## config.mk

```make
export PLATFORM = sky130hd
export DESIGN_NAME = serial_alu
export DESIGN_NICKNAME = d
export VERILOG_FILES = /design/src/rtl/serial_alu.sv
export SDC_FILE = /design/constraint.sdc
export NUM_CORES = 1
export LEC_CHECK = 0
export BUFFER_PORTS_ARGS = -buffer_cell sky130_fd_sc_hd__buf_2
export CAP_MARGIN = 0
export CORE_MARGIN = 1.5
export CORE_UTILIZATION = 57
export CTS_CLUSTER_SIZE = 40
export DETAILED_ROUTE_END_ITERATION = 10
export GPL_TIMING_DRIVEN = 0
export PLACE_DENSITY = 0.85
export SYNTH_ARGS = -nofsm -noshare
export SYNTH_HDL_FRONTEND = slang
export SYNTH_SLANG_ARGS = --single-unit
```

## constraint.sdc

```tcl
create_clock -name clk -period 5.29 [get_ports clk]
set_input_delay 1.058 -clock clk [delete_from_list [all_inputs] [get_ports clk]]
set_output_delay 1.058 -clock clk [all_outputs]
set_load 0.02 [all_outputs]
```

## src/rtl/serial_alu.sv

```systemverilog
// ============================================================================
// Module   : serial_alu
// Brief    : Bit-serial ALU stage, LSB-first operands and result, N-cycle ops
//            with registered condition flags presented at completion.
// Revision : 1.0  initial release
// ============================================================================
`default_nettype none

module serial_alu #(
   parameter int N = 8
) (
   input  logic       clk,
   input  logic       rst,
   input  logic       start,
   input  logic [2:0] op,
   input  logic       a_bit,
   input  logic       b_bit,
   output logic       ready,
   output logic       r_bit,
   output logic       r_valid,
   output logic       done,
   output logic       flag_z,
   output logic       flag_n,
   output logic       flag_c,
   output logic       flag_v,
   output logic       flag_lt
);

   localparam int CW = $clog2(N);

   localparam logic [2:0] OP_ADD = 3'b000;
   localparam logic [2:0] OP_SUB = 3'b001;
   localparam logic [2:0] OP_AND = 3'b010;
   localparam logic [2:0] OP_OR  = 3'b011;
   localparam logic [2:0] OP_XOR = 3'b100;

   typedef enum logic [1:0] {
      S_IDLE = 2'd0,
      S_RUN  = 2'd1,
      S_DONE = 2'd2
   } state_t;

   state_t          state;
   logic [CW-1:0]   cnt;
   logic [2:0]      op_q;
   logic            carry;
   logic            zacc;

   logic            is_arith;
   logic            is_sub;
   logic            bb;
   logic            sum;
   logic            cout;
   logic            res;
   logic            last;

   always_comb begin
      is_sub   = (op_q == OP_SUB);
      is_arith = (op_q == OP_ADD) || is_sub;
      bb       = is_sub ? ~b_bit : b_bit;
      sum      = a_bit ^ bb ^ carry;
      cout     = (a_bit & bb) | (a_bit & carry) | (bb & carry);
      last     = (cnt == CW'(N - 1));
      case (op_q)
         OP_ADD, OP_SUB: res = sum;
         OP_AND:         res = a_bit & b_bit;
         OP_OR:          res = a_bit | b_bit;
         OP_XOR:         res = a_bit ^ b_bit;
         default:        res = b_bit;
      endcase
   end

   assign r_bit = r_valid ? res : 1'b0;

   always_ff @(posedge clk or negedge rst) begin
      if (!rst) begin
         state   <= S_IDLE;
         cnt     <= '0;
         op_q    <= OP_ADD;
         carry   <= 1'b0;
         zacc    <= 1'b0;
         ready   <= 1'b1;
         r_valid <= 1'b0;
         done    <= 1'b0;
         flag_z  <= 1'b0;
         flag_n  <= 1'b0;
         flag_c  <= 1'b0;
         flag_v  <= 1'b0;
         flag_lt <= 1'b0;
      end else begin
         done <= 1'b0;
         case (state)
            S_IDLE, S_DONE: begin
               if (start) begin
                  state   <= S_RUN;
                  op_q    <= op;
                  cnt     <= '0;
                  // SUB is A + ~B + 1: the +1 enters as the initial carry
                  carry   <= (op == OP_SUB);
                  zacc    <= 1'b1;
                  r_valid <= 1'b1;
                  ready   <= 1'b0;
               end else begin
                  state   <= S_IDLE;
                  r_valid <= 1'b0;
                  ready   <= 1'b1;
               end
            end
            S_RUN: begin
               cnt  <= cnt + CW'(1);
               zacc <= zacc & ~res;
               if (is_arith) begin
                  carry <= cout;
               end
               if (last) begin
                  state   <= S_DONE;
                  done    <= 1'b1;
                  r_valid <= 1'b0;
                  ready   <= 1'b1;
                  flag_z  <= zacc & ~res;
                  flag_n  <= res;
                  flag_c  <= is_arith & cout;
                  flag_v  <= is_arith & (carry ^ cout);
                  flag_lt <= is_sub & (res ^ carry ^ cout);
               end
            end
            default: begin
               state   <= S_IDLE;
               r_valid <= 1'b0;
               ready   <= 1'b1;
            end
         endcase
      end
   end

endmodule

`default_nettype wire
```

; ---- Yosys cells after proc, flatten, opt, wreduce, memory -nomap -nowiden
; Index checks and enable logic that the tools add are counted.
[totals]
register_bits = 18
in_bits = 8
word_cells = 75
[classes]
n_addsub = 1
n_eq_ne = 11
mux = 21
bitwise = 19
n_reduce_logical = 10
[op_table]
columns = operator, count
row1 = $mux 1, 12
row2 = $and 1x1->1, 8
row3 = $pmux 1 s2, 4
row4 = $eq 3x1->1 const B, 2
row5 = $eq 3x2->1 const B, 2
row6 = $eq 3x3->1 const B, 2
row7 = $ne 2x2->1 const B, 3
row8 = $pmux 3 s2, 1
row9 = $reduce_and 2->1, 3
row10 = $xor 1x1->1, 6
row11 = $pmux 1 s4, 1
row12 = $pmux 2 s2, 1
row13 = $reduce_or 2->1, 2
row14 = $add 3x1->3 const B, 1
row15 = $logic_not 3->1, 1
row16 = $mux 3, 1
row17 = $or 1x1->1, 3
row18 = $reduce_and 3->1, 1
row19 = $eq 2x1->1 const B, 1
row20 = $eq 2x2->1 const B, 1
row21 = $logic_not 2->1, 1
row22 = $mux 2, 1
row23 = $not 1->1, 2
row24 = $reduce_bool 2->1, 1
row25 = $logic_or 1x1->1, 1

; ---- Logic depth before layout (Yosys ltp)
[logic_depth]
ltp_word = 8
depth_mapped = 8
mapped_depth_nobuf = 8

; ---- Worst setup path before layout
; OpenSTA, ideal clock, no wires.
[synth_timing]
kind = in2out
start = input port b_bit
end = output port r_bit
t_arrival_ns = 2.483
setup_slack_ns = 1.749
cell_stages = 6
n_path_buf = 0
path_cell_list = inv_1 > xnor2_1 > fa_1 > or3_4 > a21oi_2 > and2_1
[synth_via]
elab_chain_cells = 6
elab_cells_between_ends = 9
[synth_rtl]
columns = item, line_no
row1 = "start, declared", 17  ; input logic b_bit,
row2 = $not 1->1, 60  ; bb = is_sub ? ~b_bit : b_bit;
row3 = $mux 1, 60
row4 = $xor 1x1->1 (2 in series), 61  ; sum = a_bit ^ bb ^ carry;
row5 = $pmux 1 s4 (*), 64  ; case (op_q)
row6 = $mux 1 (*), 73  ; assign r_bit = r_valid ? res : 1'b0;
row7 = "end, declared", 19  ; output logic r_bit,
; Mark *: on every way between the ends. The rest lies on a longest branch, timed or not.

; ---- Final worst setup path
; Same ends and word-level chain as after synthesis.

==> flow_summary.json <==
{
  "cpPeakStageDelay_ns": 0.45,
  "postCtsHoldBufs": 0,
  "fmax_mhz": 264,
  "synthCells": 83,
  "firstDrtPassIters": 3,
  "slew_headroom_pct": 73.1,
  "grt.overflow.total": 0,
  "crit_top_cell": "buf_2",
  "report.final.hold_viol_count": 0,
  "ctsLongestPathBuffers": 2,
  "crit_chain": "buf_2, inv_1, xnor2_1, fa_1, or3_4, a21oi_2, and2_1, buf_2",
  "vias": 685,
  "grt_pass1_vias": 650,
  "worst_pin_slew_ns": 0.403,
  "die_w_um": 43.3,
  "crit_path_end_kind": "primary output",
  "critPathArrivalTime_ns": 2.73,
  "num-fill-cells": 121,
  "synth_area_leaders": "dfrtp_1, ha_1, nand2_1, a22o_1, mux2_2",
  "finalClockSkew_ns": 0.00288,
  "netlist_area_um2": 923,
  "worstPathRequired_ns": 4.23,
  "grt_usage_pct": 21.9,
  "drc": 0,
  "clock_latency_ns": 0.30,
  "dieArea_mm2": 0.00187,
  "ioPinCount": 17,
  "period_minus_slack_ns": 3.79,
  "drive_gt1_share_pct": 30.1,
  "grt_max_degree": 19,
  "ys_types": 35,
  "dp_hpwl_mm": 1.25,
  "worstPathMaxFanout": 4,
  "antenna_left": 0,
  "synth_most_common_cell": "dfrtp_1",
  "yosysWarningCount": 0,
  "crit_path_start_kind": "primary input",
  "cts_tree": "yes",
  "ys_seq_area_share_pct": 48.9,
  "start_util_pct": 61.3,
  "dr.first_iter.drc_count": 6,
  "core_mm2": 0.00151,
  "finalCritPeriodShare_pct": 71.6,
  "synth-main-ff-cell": "dfrtp_1",
  "die-height_um": 43.3,
  "syn_avg_cell_area_um2": 11.1,
  "synth_edf_count": 0,
  "final_util_pct": 70.3,
  "cts.sinks": 18,
  "timing_worst_setup_path_type": "primary input to primary output",
  "wl_per_cell_um": 14.3,
  "async_reset_ff_share_pct": 100,
  "max_cap_violations": 0,
  "slew_violations": 0,
  "cts_repair_resize_count": 0,
  "path_buf_inv": 3,
  "max-vdd-ir-drop_uv": 294,
  "leakage_nw": 0.560,
  "grt_pass1_wl_mm": 2.91,
  "powerDensity_mw_per_mm2": 623,
  "nets": 117,
  "grt_setup_unrepaired": "false",
  "path_clk_slew_ns": 0.10,
  "status": "finished, final reports clean",
  "diodes": 0,
  "cts_root_buf": "clkbuf_4",
  "cts_setup_buffers": 0,
  "viasPerCell": 5.76,
  "yosys.area.top_type": "dfrtp_1",
  "syn-num-nets": 96,
  "min_path_type": "register to register",
  "slowest_stage": "fa_1",
  "yosysTopAreaCellShare_pct": 46.1,
  "setup_viol": 0,
  "htree_levels": 1,
  "rows": 14,
  "finalWirelength_mm": 1.70,
  "portBuffers": 16,
  "antenna_found_initial": 0,
  "synthToLayoutAreaGrowth_pct": 14.8,
  "critical-path-top-delay-family": "simple AND/OR/NAND/NOR gates",
  "gp_congestion": 0.808,
  "setup_tns_ns": 0,
  "cts_buffers": 3,
  "synth-seq-cells": 18,
  "synth_common_cells": "dfrtp_1, nand2_1, inv_1, nor2_1"
}
==> report_power, final <==
group	internal (mW)	leakage [nW]	switching (mW)
Clock	0.0420	0.0210	0.0442
Sequential	0.200	0.225	0.0578
Combinational	0.146	0.314	0.170
==> final cells by class <==
class | instances | area (µm²) | area share (%)
timing repair buffer | 16 | 80.1 | 7.56
multi-input combinational | 58 | 440 | 41.6
tap | 16 | 20.0 | 1.89
sequential | 18 | 452 | 42.6
inverter | 7 | 31.3 | 2.95
clock buffer | 4 | 36.3 | 3.42
==> cell families after synthesis <==
logic type / count (synthesis) / synth area share, %
XOR/XNOR: 3 / 2.85
multiplexers: 3 / 3.66
flip-flops: 18 / 48.9
buffers and inverters: 7 / 3.39
adder cells (fa/ha/maj): 5 / 7.59
AND/OR/NAND/NOR: 28 / 16.8
AO/OA/AOI/OAI: 19 / 16.8
==> cells in the final DEF (no fill, tap or decap), drive strengths merged, types with 2 or more instances in the layout <==
| cell type | Yosys | layout |
|---|---|---|
| a22o | 4 | 4 |
| nand2 | 13 | 13 |
| o31ai | 3 | 3 |
| nor2 | 5 | 5 |
| clkbuf | 0 | 4 |
| nand2b | 3 | 3 |
| buf | 0 | 16 |
| dfrtp | 17 | 17 |
| ha | 4 | 4 |
| xnor2 | 2 | 2 |
| mux2 | 3 | 3 |
| inv | 6 | 6 |
| a21oi | 2 | 2 |
==> final timing paths <==
check                                     from                   to  slack (ns)  cells after the start
max in group asynchronous                  rst    ready$_DFFE_PN1P_        4.30                      1
max reg2reg                op_q[1]$_DFFE_PN0P_  flag_lt$_DFFE_PN0P_        2.93                      8
min reg2reg                 flag_z$_DFFE_PN0P_   flag_z$_DFFE_PN0P_        0.49                      2
min in group asynchronous                  rst  flag_lt$_DFFE_PN0P_        0.67                      1
min                         flag_z$_DFFE_PN0P_   flag_z$_DFFE_PN0P_        0.49                      2
max                                      b_bit                r_bit        1.50                      8
==> worst min-delay path, cell delays in order (launching register included) <==
cell and delay [ns]:
dfrtp_1 0.35, nand2_1 0.05, o31ai_1 0.06
==> state kept, by name (all words and copies together) (netlist names) <==
signal and count:
r_valid 1, flag_v 1, cnt 3, op_q 3, flag_n 1, flag_lt 1
state 2, flag_c 1, flag_z 1, ready 1, carry 1, zacc 1
done 1
==> per-stage QoR <==
| step | total power, mW | setup WS (ns) | instance area (µm²) | cells | hold WS (ns) |
|---|---|---|---|---|---|
| 3_5_place_dp | 0.576 | 1.51 | 1020 | 115 | 0.474 |
| 5_1_grt | 0.711 | 1.28 | 1060 | 119 | 0.520 |
| 4_1_cts | 0.665 | 1.48 | 1060 | 119 | 0.497 |
| 2_1_floorplan | 0.491 | 1.75 | 923 | 83 | 0.486 |
| 3_3_place_gp | 0.558 | 1.51 | 1020 | 115 | 0.457 |
| 6_report | 0.660 | 1.50 | 1060 | 119 | 0.488 |
==> routing by layer <==
layer | vias to the layer above | track usage [%] | share of wire, %
met2 | 15 | 33.1 | 47
met5 | - | 0 | 0
li1 | 333 | - | -
met3 | 5 | 5.11 | 3.6
met4 | 0 | 10.9 | 2.2
met1 | 332 | 29.3 | 47
(Power assumes the default switching activity.)
